## config.mk

```make
export PLATFORM = sky130hd
export DESIGN_NAME = aes_pipe_scheduler_flat
export DESIGN_NICKNAME = d
export VERILOG_FILES = /design/src/rtl/aes_pipe_scheduler_if.sv /design/src/rtl/aes_pipe_scheduler.sv /design/src/flat_wrapper.sv
export SDC_FILE = /design/constraint.sdc
export NUM_CORES = 1
export LEC_CHECK = 0
export ABC_AREA = 1
export ABC_CLOCK_PERIOD_IN_PS = 3900
export BUFFER_PORTS_ARGS = -buffer_cell sky130_fd_sc_hd__clkbuf_2
export CAP_MARGIN = 10
export CORE_AREA = 2 2 460 462
export CTS_BUF_LIST = sky130_fd_sc_hd__clkbuf_4 sky130_fd_sc_hd__clkbuf_8
export CTS_CLUSTER_SIZE = 10
export DETAILED_ROUTE_END_ITERATION = 10
export DIE_AREA = 0 0 462 464
export HOLD_SLACK_MARGIN = 0.08
export PLACE_DENSITY = 0.38
export SETUP_SLACK_MARGIN = 0.3
export SLEW_MARGIN = 20
export SYNTH_ARGS = -nofsm -noshare
export SYNTH_HDL_FRONTEND = slang
export SYNTH_SLANG_ARGS = --single-unit
```

## constraint.sdc

```tcl
create_clock -name clk_i -period 3.9 [get_ports clk_i]
set_input_delay 0.39 -clock clk_i [delete_from_list [all_inputs] [get_ports clk_i]]
set_output_delay 0.39 -clock clk_i [all_outputs]
set_load 0.01 [all_outputs]
```

## src/rtl/aes_pipe_scheduler_if.sv

```systemverilog
// Requester-side bus of the AES pipe scheduler: per-requester block handshake
// plus the shared ciphertext response channel.
interface aes_pipe_scheduler_if #(
    parameter int unsigned NUM_REQ = 4,
    parameter int unsigned WIDTH   = 128
);
    localparam int unsigned ID_W = (NUM_REQ > 1) ? $clog2(NUM_REQ) : 1;

    logic [NUM_REQ-1:0]       req_valid_i;
    logic [NUM_REQ*WIDTH-1:0] req_data_i;
    logic [NUM_REQ-1:0]       req_ready_o;
    logic                     rsp_valid_o;
    logic [ID_W-1:0]          rsp_id_o;
    logic [WIDTH-1:0]         rsp_data_o;

    modport master (
        output req_valid_i, req_data_i,
        input  req_ready_o, rsp_valid_o, rsp_id_o, rsp_data_o
    );

    modport slave (
        input  req_valid_i, req_data_i,
        output req_ready_o, rsp_valid_o, rsp_id_o, rsp_data_o
    );
endinterface

```

## src/rtl/aes_pipe_scheduler.sv

```systemverilog
// Round-robin scheduler sharing one pipelined AES-128 core among NUM_REQ
// requesters; owns the key and drains the pipe before any key change.
module aes_pipe_scheduler #(
    parameter int unsigned NUM_REQ  = 4,
    parameter int unsigned WIDTH    = 128,
    parameter int unsigned PIPE_LAT = 10,
    parameter int unsigned KEY_LAT  = 10
) (
    input  logic                 clk_i,
    input  logic                 rst_n_i,
    input  logic                 key_load_i,
    input  logic [WIDTH-1:0]     key_i,
    aes_pipe_scheduler_if.slave  req_if,
    output logic                 busy_o,
    output logic                 key_ready_o,
    output logic [WIDTH-1:0]     core_key_o,
    output logic                 core_key_valid_o,
    output logic [WIDTH-1:0]     core_plaintext_o,
    output logic                 core_data_valid_o,
    input  logic [WIDTH-1:0]     core_ciphertext_i
);
    localparam int unsigned ID_W  = (NUM_REQ > 1) ? $clog2(NUM_REQ) : 1;
    localparam int unsigned INF_W = $clog2(PIPE_LAT + 3);
    localparam int unsigned KC_W  = $clog2(KEY_LAT + 1);

    localparam logic [1:0] ST_NOKEY   = 2'd0;
    localparam logic [1:0] ST_RUN     = 2'd1;
    localparam logic [1:0] ST_DRAIN   = 2'd2;
    localparam logic [1:0] ST_KEYWAIT = 2'd3;

    logic [1:0]         state_q, state_d;
    logic [KC_W-1:0]    kcnt_q, kcnt_d;
    logic [INF_W-1:0]   inflight_q, inflight_d;
    logic [ID_W-1:0]    rr_q;
    logic [WIDTH-1:0]   pending_q;
    logic               load_key_c;

    logic [NUM_REQ-1:0] grant_c;
    logic               grant_vld_c;
    logic [ID_W-1:0]    grant_id_c;
    logic [ID_W-1:0]    cand_c;
    logic [WIDTH-1:0]   grant_data_c;

    logic [ID_W-1:0]    issue_id_q;
    logic [PIPE_LAT-1:0] tag_vld_q;
    logic [ID_W-1:0]    tag_id_q [PIPE_LAT];
    logic               rsp_fire_c;

    logic               rsp_valid_q;
    logic [ID_W-1:0]    rsp_id_q;
    logic [WIDTH-1:0]   rsp_data_q;

    function automatic logic [ID_W-1:0] rr_idx(input logic [ID_W-1:0] base,
                                               input int unsigned    off);
        int unsigned s;
        s = (32'(base) + off) % NUM_REQ;
        return ID_W'(s);
    endfunction

    // Round-robin grant; a key load in the same cycle suppresses all grants.
    always_comb begin
        grant_c      = '0;
        grant_vld_c  = 1'b0;
        grant_id_c   = '0;
        cand_c       = '0;
        grant_data_c = '0;
        if (state_q == ST_RUN && !key_load_i) begin
            for (int unsigned k = 0; k < NUM_REQ; k++) begin
                cand_c = rr_idx(rr_q, k);
                if (!grant_vld_c && req_if.req_valid_i[cand_c]) begin
                    grant_vld_c     = 1'b1;
                    grant_id_c      = cand_c;
                    grant_c[cand_c] = 1'b1;
                end
            end
        end
        for (int unsigned r = 0; r < NUM_REQ; r++) begin
            if (grant_c[r]) grant_data_c = req_if.req_data_i[r*WIDTH +: WIDTH];
        end
    end

    assign req_if.req_ready_o = grant_c;
    assign req_if.rsp_valid_o = rsp_valid_q;
    assign req_if.rsp_id_o    = rsp_id_q;
    assign req_if.rsp_data_o  = rsp_data_q;

    assign rsp_fire_c = tag_vld_q[PIPE_LAT-1];

    // Issue and response cancel out in the same cycle.
    always_comb begin
        inflight_d = inflight_q;
        if (grant_vld_c && !rsp_fire_c) begin
            inflight_d = inflight_q + INF_W'(1);
        end else if (!grant_vld_c && rsp_fire_c) begin
            inflight_d = inflight_q - INF_W'(1);
        end
    end

    // Key FSM: every entry into KEYWAIT (including re-entry) pulses the core key.
    always_comb begin
        state_d    = state_q;
        kcnt_d     = kcnt_q;
        load_key_c = 1'b0;
        case (state_q)
            ST_NOKEY: begin
                if (key_load_i) begin
                    state_d    = ST_KEYWAIT;
                    kcnt_d     = '0;
                    load_key_c = 1'b1;
                end
            end
            ST_RUN: begin
                if (key_load_i) begin
                    if (inflight_q != '0) begin
                        state_d = ST_DRAIN;
                    end else begin
                        state_d    = ST_KEYWAIT;
                        kcnt_d     = '0;
                        load_key_c = 1'b1;
                    end
                end
            end
            ST_DRAIN: begin
                if (inflight_q == '0) begin
                    state_d    = ST_KEYWAIT;
                    kcnt_d     = '0;
                    load_key_c = 1'b1;
                end
            end
            ST_KEYWAIT: begin
                if (key_load_i) begin
                    kcnt_d     = '0;
                    load_key_c = 1'b1;
                end else if (kcnt_q == KC_W'(KEY_LAT - 1)) begin
                    state_d = ST_RUN;
                end else begin
                    kcnt_d = kcnt_q + KC_W'(1);
                end
            end
            default: begin
                state_d = ST_NOKEY;
            end
        endcase
    end

    always_ff @(posedge clk_i or negedge rst_n_i) begin
        if (!rst_n_i) begin
            state_q           <= ST_NOKEY;
            kcnt_q            <= '0;
            inflight_q        <= '0;
            rr_q              <= '0;
            pending_q         <= '0;
            busy_o            <= 1'b1;
            key_ready_o       <= 1'b0;
            core_key_o        <= '0;
            core_key_valid_o  <= 1'b0;
            core_plaintext_o  <= '0;
            core_data_valid_o <= 1'b0;
            issue_id_q        <= '0;
            tag_vld_q         <= '0;
            for (int unsigned i = 0; i < PIPE_LAT; i++) tag_id_q[i] <= '0;
            rsp_valid_q       <= 1'b0;
            rsp_id_q          <= '0;
            rsp_data_q        <= '0;
        end else begin
            state_q     <= state_d;
            kcnt_q      <= kcnt_d;
            inflight_q  <= inflight_d;
            busy_o      <= !(state_d == ST_RUN && inflight_d == '0);
            key_ready_o <= (state_d == ST_RUN);

            if (key_load_i) pending_q <= key_i;
            core_key_valid_o <= load_key_c;
            if (load_key_c) core_key_o <= key_load_i ? key_i : pending_q;

            core_data_valid_o <= grant_vld_c;
            if (grant_vld_c) begin
                core_plaintext_o <= grant_data_c;
                issue_id_q       <= grant_id_c;
                rr_q             <= rr_idx(grant_id_c, 1);
            end

            // Tag enters one cycle after issue so the tail lines up with the core output.
            tag_vld_q   <= {tag_vld_q[PIPE_LAT-2:0], core_data_valid_o};
            tag_id_q[0] <= issue_id_q;
            for (int unsigned i = 1; i < PIPE_LAT; i++) tag_id_q[i] <= tag_id_q[i-1];

            rsp_valid_q <= rsp_fire_c;
            if (rsp_fire_c) begin
                rsp_id_q   <= tag_id_q[PIPE_LAT-1];
                rsp_data_q <= core_ciphertext_i;
            end
        end
    end
endmodule
```

## src/flat_wrapper.sv

```systemverilog
// flat-port wrapper written by rule: the top's interface ports become plain ports
module aes_pipe_scheduler_flat 
#(
    parameter int unsigned NUM_REQ  = 4,
    parameter int unsigned WIDTH    = 128,
    parameter int unsigned PIPE_LAT = 10,
    parameter int unsigned KEY_LAT  = 10
)
  (clk_i, rst_n_i, key_load_i, key_i, busy_o, key_ready_o, core_key_o, core_key_valid_o, core_plaintext_o, core_data_valid_o, core_ciphertext_i, req_if_req_valid_i, req_if_req_data_i, req_if_req_ready_o, req_if_rsp_valid_o, req_if_rsp_id_o, req_if_rsp_data_o);
  aes_pipe_scheduler_if #(.NUM_REQ(NUM_REQ), .WIDTH(WIDTH)) req_if_i ();
  input  logic clk_i;
  input  logic rst_n_i;
  input  logic key_load_i;
  input  logic [WIDTH-1:0] key_i;
  output logic busy_o;
  output logic key_ready_o;
  output logic [WIDTH-1:0] core_key_o;
  output logic core_key_valid_o;
  output logic [WIDTH-1:0] core_plaintext_o;
  output logic core_data_valid_o;
  input  logic [WIDTH-1:0] core_ciphertext_i;
  input wire logic [$bits(req_if_i.req_valid_i)-1:0] req_if_req_valid_i;
  input wire logic [$bits(req_if_i.req_data_i)-1:0] req_if_req_data_i;
  output wire logic [$bits(req_if_i.req_ready_o)-1:0] req_if_req_ready_o;
  output wire logic [$bits(req_if_i.rsp_valid_o)-1:0] req_if_rsp_valid_o;
  output wire logic [$bits(req_if_i.rsp_id_o)-1:0] req_if_rsp_id_o;
  output wire logic [$bits(req_if_i.rsp_data_o)-1:0] req_if_rsp_data_o;
  assign req_if_i.req_valid_i = req_if_req_valid_i;
  assign req_if_i.req_data_i = req_if_req_data_i;
  assign req_if_req_ready_o = req_if_i.req_ready_o;
  assign req_if_rsp_valid_o = req_if_i.rsp_valid_o;
  assign req_if_rsp_id_o = req_if_i.rsp_id_o;
  assign req_if_rsp_data_o = req_if_i.rsp_data_o;
  aes_pipe_scheduler #(.NUM_REQ(NUM_REQ), .WIDTH(WIDTH), .PIPE_LAT(PIPE_LAT), .KEY_LAT(KEY_LAT)) u_core (.clk_i(clk_i), .rst_n_i(rst_n_i), .key_load_i(key_load_i), .key_i(key_i), .req_if(req_if_i), .busy_o(busy_o), .key_ready_o(key_ready_o), .core_key_o(core_key_o), .core_key_valid_o(core_key_valid_o), .core_plaintext_o(core_plaintext_o), .core_data_valid_o(core_data_valid_o), .core_ciphertext_i(core_ciphertext_i));
endmodule
```

### Yosys cells after proc, flatten, opt, wreduce, memory -nomap -nowiden

Cells that the tools add are included.

* register bits after elaboration: 563
* output and inout port bits: 395
* bits of input ports: 775
* word-level logic and storage cells: 141

* $lt $le $gt $ge: 8
* mux-type cells: 63
* reduce and logical (&&, ||, !) cells: 24
* $add $sub $neg: 7
* bitwise logic cells: 3
* equal/unequal tests: 10

Operators with widths (count)
* 2-to-1 mux 128 bit: 5
* 2-to-1 mux 4 bit: 16
* 2-to-1 mux 1 bit: 21
* 2-to-1 mux 2 bit: 10
* one-hot mux 4 bit (4 select lines): 1
* < comparator 2 x 3 -> 1 bit, second input constant: 4
* OR 4 bit: 3
* logical AND 1 bit: 11
* adder 4 x 1 -> 4 bit, second input constant: 2
* binary-select mux 1 bit (select 2 bit): 4
* demux 1 bit (select 2 bit): 4
* greater-or-equal comparator 2 x 1 -> 1 bit, second input constant: 4
* zero test 4 bit: 2
* one-hot mux 2 bit (4 select lines): 1
* zero test 1 bit: 7
* inequality test 2 bit, second input constant: 3
* AND reduction 5 bit: 1
* adder 2 x 1 -> 2 bit, second input constant: 2
* adder 2 bit, second input constant: 2
* equality test 2 x 1 -> 1 bit, second input constant: 2
* equality test 2 bit, second input constant: 2
* equality test 4 bit, second input constant: 1
* nonzero test 4 bit: 1
* subtractor 4 x 1 -> 4 bit, second input constant: 1
* other kinds (5): 5

### Longest topological paths before layout

* word-level depth: 23
* depth in mapped cells: 19
* mapped depth without buffers: 18

### Worst setup path before layout

No wires, ideal clock.

* path type: flip-flop to output port
* start point: register u_core.rr_q[0]
* end point: output port req_if_req_ready_o[2]
* stages on the path, launching flop included: 16
* buffers on the path: 2
* data required time: 3510 ps
* data arrival time: 2163 ps
* setup slack: 1347 ps
* cell sequence: dfrtp_1 > inv_2 > ha_1 > inv_1 > nand3_1 > nand2_2 > inv_2 > nor2_4 > nand2_2 > nor2_4 > nand2_1 > nand3_2 > nand2_1 > buf_2 > buf_2 > inv_1

* cells in the longest elaborated chain, start to end: 16
* elaborated cells between the ends (all ways): 54
* classes of those cells: add/sub (3); order compare (8); mux (30); bitwise (3); reduce/logical (10)

Ends and longest elaborated chain
* start, declared: RTL line aes_pipe_scheduler.sv:34 `logic [ID_W-1:0] rr_q;`
* start signal, assigned: RTL line aes_pipe_scheduler.sv:180 `rr_q <= rr_idx(grant_id_c, 1);`
* parallel branches: the longest is 14 deep, another holds < comparator 2 x 3 -> 1 bit
* 2-to-1 mux 4 bit (*): RTL line aes_pipe_scheduler.sv:70 `if (!grant_vld_c && req_if.req_valid_i[cand_c]) begin`
* 2-to-1 mux 4 bit (*): RTL line aes_pipe_scheduler.sv:67 `if (state_q == ST_RUN && !key_load_i) begin`
* end, declared: RTL line flat_wrapper.sv:24 `output wire logic [$bits(req_if_i.req_ready_o)-1:0] req_if_req_ready_o;`

Every way passes the cells marked *. The select of a mux whose other input is x is not followed.

### Final worst setup path

* start point: register u_core.rr_q[1]
* end point: register u_core.core_plaintext_o[105]

* cells in the longest elaborated chain, start to end: 20
* elaborated cells between the ends (all ways): 60
* classes of those cells: add/sub (3); order compare (8); mux (36); bitwise (3); reduce/logical (10)

Ends and longest elaborated chain
* parallel branches: the longest is 20 deep, another holds < comparator 2 x 3 -> 1 bit
* end signal, assigned: RTL line aes_pipe_scheduler.sv:178 `core_plaintext_o <= grant_data_c;`
* end, declared: RTL line aes_pipe_scheduler.sv:18 `output logic [WIDTH-1:0] core_plaintext_o,`

Several ways; the timed one is not identified. The select of a mux whose other input is x is not followed.
A chain may end at the register's enable or synchronous reset.

==> results by group <==
Synth
  • Post-synthesis adder-cell area fraction: 0.7822%
  • Compound-Gate Fraction of Synth Area: 5.848%
  • Netlist cell types: 41
  • Syn Area/Cell: 7.637 sq um
  • Yosys warns: 0
  • Mapped Area: 0.02719 sq mm
  • Multiplexer share of the synthesized area: 0.03681%
  • Simple-gate share of the synthesized area: 34.90%
  • Synth Net Count: 4353
  • Main combinational cell family by area after synthesis: simple AND/OR/NAND/NOR gates
  • XOR/XNOR share of the synthesized area: 0.09662%
  • Synthesis-stage register bit count: 563
  • Cells after Synth: 3561
  • Register area share after synthesis: 51.81%

CTS
  • Max Root-Sink Buffers: 3
  • Clock sinks: 563
  • Htree depth: 3
  • Clock transition at path regs: 0.06 ns
  • CTS tree: done
  • Number of buffers created by CTS: 116
  • Worst-Skew Late Latency: 0.87 ns
  • Root Buffer: clkbuf_8

Finish
  • Layout fillers: 23510
  • Area delta synth->final: 69.06%
  • Ratio of cells with drive above 1 in the final layout: 29.81%
  • Commonest cells after routing, fill and taps aside: nand2_1 (1593), clkbuf_2 (1167), dlygate4sd3_1 (651)
  • Final nets: 6142
  • Layout Utilization: 21.98%
  • Most common cell after layout, fill and taps aside: nand2_1

Routing
  • Post-DR wirelength/cell: 19.40 um
  • Via count: 31450
  • DRC Markers: 0
  • Post-route ant nets: 0
  • Vias/cell: 3.800
  • Iteration-0 DRC Markers: 1904
  • Total wire length: 160500 um
  • Total iterations of the first detailed-routing run: 5

Power and ir drop
  • Power per cell area: 690.3 mW/mm^2
  • Pleak: 23.71 nW
  • Worst VDD drop: 0.4434 mV

STA
  • Max frequency: 0.2940 GHz
  • Fin crit period: 3.401 ns
  • Clk_skew: 0.08322 ns
  • Setup TNS: 0 ns
  • Max Slew Vio Count: 0
  • Max-slew headroom: 24.20%
  • Tcrit/Tclk final: 87.21%
  • RSZ-0062 raised after global routing: false
  • Final setup viols: 0
  • Final critical-path setup slack: 0.4988 ns
  • Final Hold Viols: 0
  • Worst-Margin Slew: 1.137 ns

Worst setup path
  • Worst endpoint data arrival time: 4.17 ns
  • Startpoint types: flip-flop
  • Endpoint required time on the critical path: 4.67 ns
  • Max FO, Critical Path: 20
  • Worst setup path class: flip-flop to flip-flop
  • Crit-path slowest cell: dlygate4sd3_1
  • CP dominant cell by count: nand2_1
  • CP cell instances: inv_4, ha_2, inv_1, nand3_1, nand2_2, inv_2, nor2_4, nand4_1, buf_4, buf_4, buf_4, nand3_1, o21ai_1, dlygate4sd3_1, nand2_1, nand2_1, nand2_1, nand2_1
  • Crit end category: flip-flop
  • Largest stage delay, worst path: 0.56 ns

Place
  • Port Buffers: 1169
  • Pre-CTS worst setup slack: 0.3663 ns
  • HPWL Detailed: 116100 um
  • Final GP Congestion: 0.8891

Floorplanning
  • Full die area: 0.2144 sq mm
  • Die width: 462 um
  • # IOs: 1170
  • Rows: 168
  • Die height: 464 um
  • Core area: 0.2092 sq mm
  • Initial Util: 13.00%

Global routing
  • GRT met2 Usage: 24.39%
  • Largest net degree at the start of global routing: 132
  • GRT Total Usage: 14.30%
  • GRT overflow: 0
  • Met1 Resource Use GR: 16.78%
  • Global-route met3 utilization: 4.178%
  • Vias in the first global route: 31830
  • GRT busiest layer: met2
  • Antenna violations before repair: 62
  • Global-route wire length before repair: 225100 um

Min path
  • Hold WC Path Type: input pin to asynchronous set/reset pin

Run
  • Max-cap violations: 0

Run status
  • Status: completed
-- cells by family (layout without fill, tap and decap cells) --
group	after synthesis	after routing
buf+inv	406	2288
simple gates	2290	2291
other cells	0	27
fa+ha+maj	17	17
mux	1	1
compound gates	281	281
xor+xnor	3	3
flops	563	563
-- synthesized netlist by cell type, drive strengths merged --
cell type  instances  area, sq um
a21o               1        7.510
dfrtp            562        14060
ha                17        212.7
nand3            407         2052
o22ai              2        12.51
xnor2              1        8.760
clkbuf           120        451.7
nand2           1602         6028
xor2               2        17.52
clkinv             1        3.750
a21boi             2        15.01
buf              122        706.9
nand4              2        12.51
a21oi              9        45.04
nor2             146        568.0
o221ai             1        8.760
inv              163        611.8
a22oi              2        15.01
nor3b              1        7.510
or2              128        800.8
and3               1        6.260
a211oi             1        7.510
mux2i              1        10.01
a31oi            128        800.8
o31ai              1        7.510
nor3               3        15.01
dfstp              1        26.28
o21ai            134        670.7
-- where the power goes --
group | internal, mW | switching (mW)
registers | 8.22 | 1.42
clock network | 4.00 | 3.07
logic | 5.53 | 9.51
total | 17.7 | 14.0
-- worst max-delay path: cells and delay by family, from the launching register on --
family | cells | cell delay, ns
buffers and inverters | 7 | 1.55
and+or+nand+nor | 9 | 0.81
DFF | 1 | 0.45
adders and majority gates | 1 | 0.37
AOI/OAI and AO/OA | 1 | 0.17
-- through the flow --
| stage | area (sq um) | power (mW) | instances | hold slack, ns |
|---|---|---|---|---|
| CTS | 45780 | 32.05 | 8242 | 0.08194 |
| floorplan | 27190 | 16.91 | 3561 | 0.09441 |
| global route | 45940 | 34.21 | 8261 | 0.1947 |
| finish | 45970 | 31.74 | 8276 | 0.2168 |
| global placement | 36440 | 23.29 | 7368 | 0.3329 |
| detailed placement | 36440 | 23.36 | 7368 | 0.3347 |
-- state kept, by name, summed over array words and instances (netlist names) --
signal,flops
u_core.core_data_valid_o,1
u_core.core_plaintext_o,128
u_core.core_key_valid_o,1
u_core.busy_o,1
u_core.key_ready_o,1
u_core.core_key_o,128
u_core.issue_id_q,2
u_core.req_if.rsp_valid_o,1
u_core.req_if.rsp_data_o,128
u_core.tag_id_q,20
u_core.pending_q,128
u_core.kcnt_q,4
u_core.rr_q,2
u_core.state_q,2
u_core.tag_vld_q,10
u_core.inflight_q,4
u_core.req_if.rsp_id_o,2
-- area by class of cell --
cell class	instances	area (sq um)	area share, %
clock buffer	188	2293	4.989
antenna	27	67.56	0.1470
multi-input combinational	2593	11430	24.87
tap	2805	3510	7.634
inverter	164	629.4	1.369
sequential	563	14100	30.66
clock inverter	24	291.5	0.6341
timing repair buffer	1912	13650	29.70
-- repair_timing --
action,4_1_cts,5_1_grt
pin swaps,3,1
hold buffers,651,0
gates cloned,5,2
setup endpoints to repair,4,110
endpoints found under the hold margin,582,0
gates resized for setup,8,11
buffers inserted,6,5
-- layer usage --
layer,vias up,wire [um]
met4,20,5674
li1,14910,-
met3,286,13740
met2,1306,76650
met5,-,123
met1,14930,64360
-- final timing paths --
kind / to / from / slack (ns) / cells past startpoint
setup / recovery: u_core.core_plaintext_o[105] / u_core.rr_q[1] / 0.50 / 18
hold / removal: u_core.core_key_o[58] / rst_n_i / 0.22 / 2
setup reg to reg: u_core.core_plaintext_o[105] / u_core.rr_q[1] / 0.50 / 18
hold reg to reg: u_core.tag_id_q[8] / u_core.tag_id_q[10] / 0.32 / 0
max in group asynchronous: u_core.core_plaintext_o[99] / rst_n_i / 2.59 / 3
min in group clk_i: u_core.core_plaintext_o[127] / req_if_req_data_i[127] / 0.25 / 7
(Power assumes the default switching activity.)
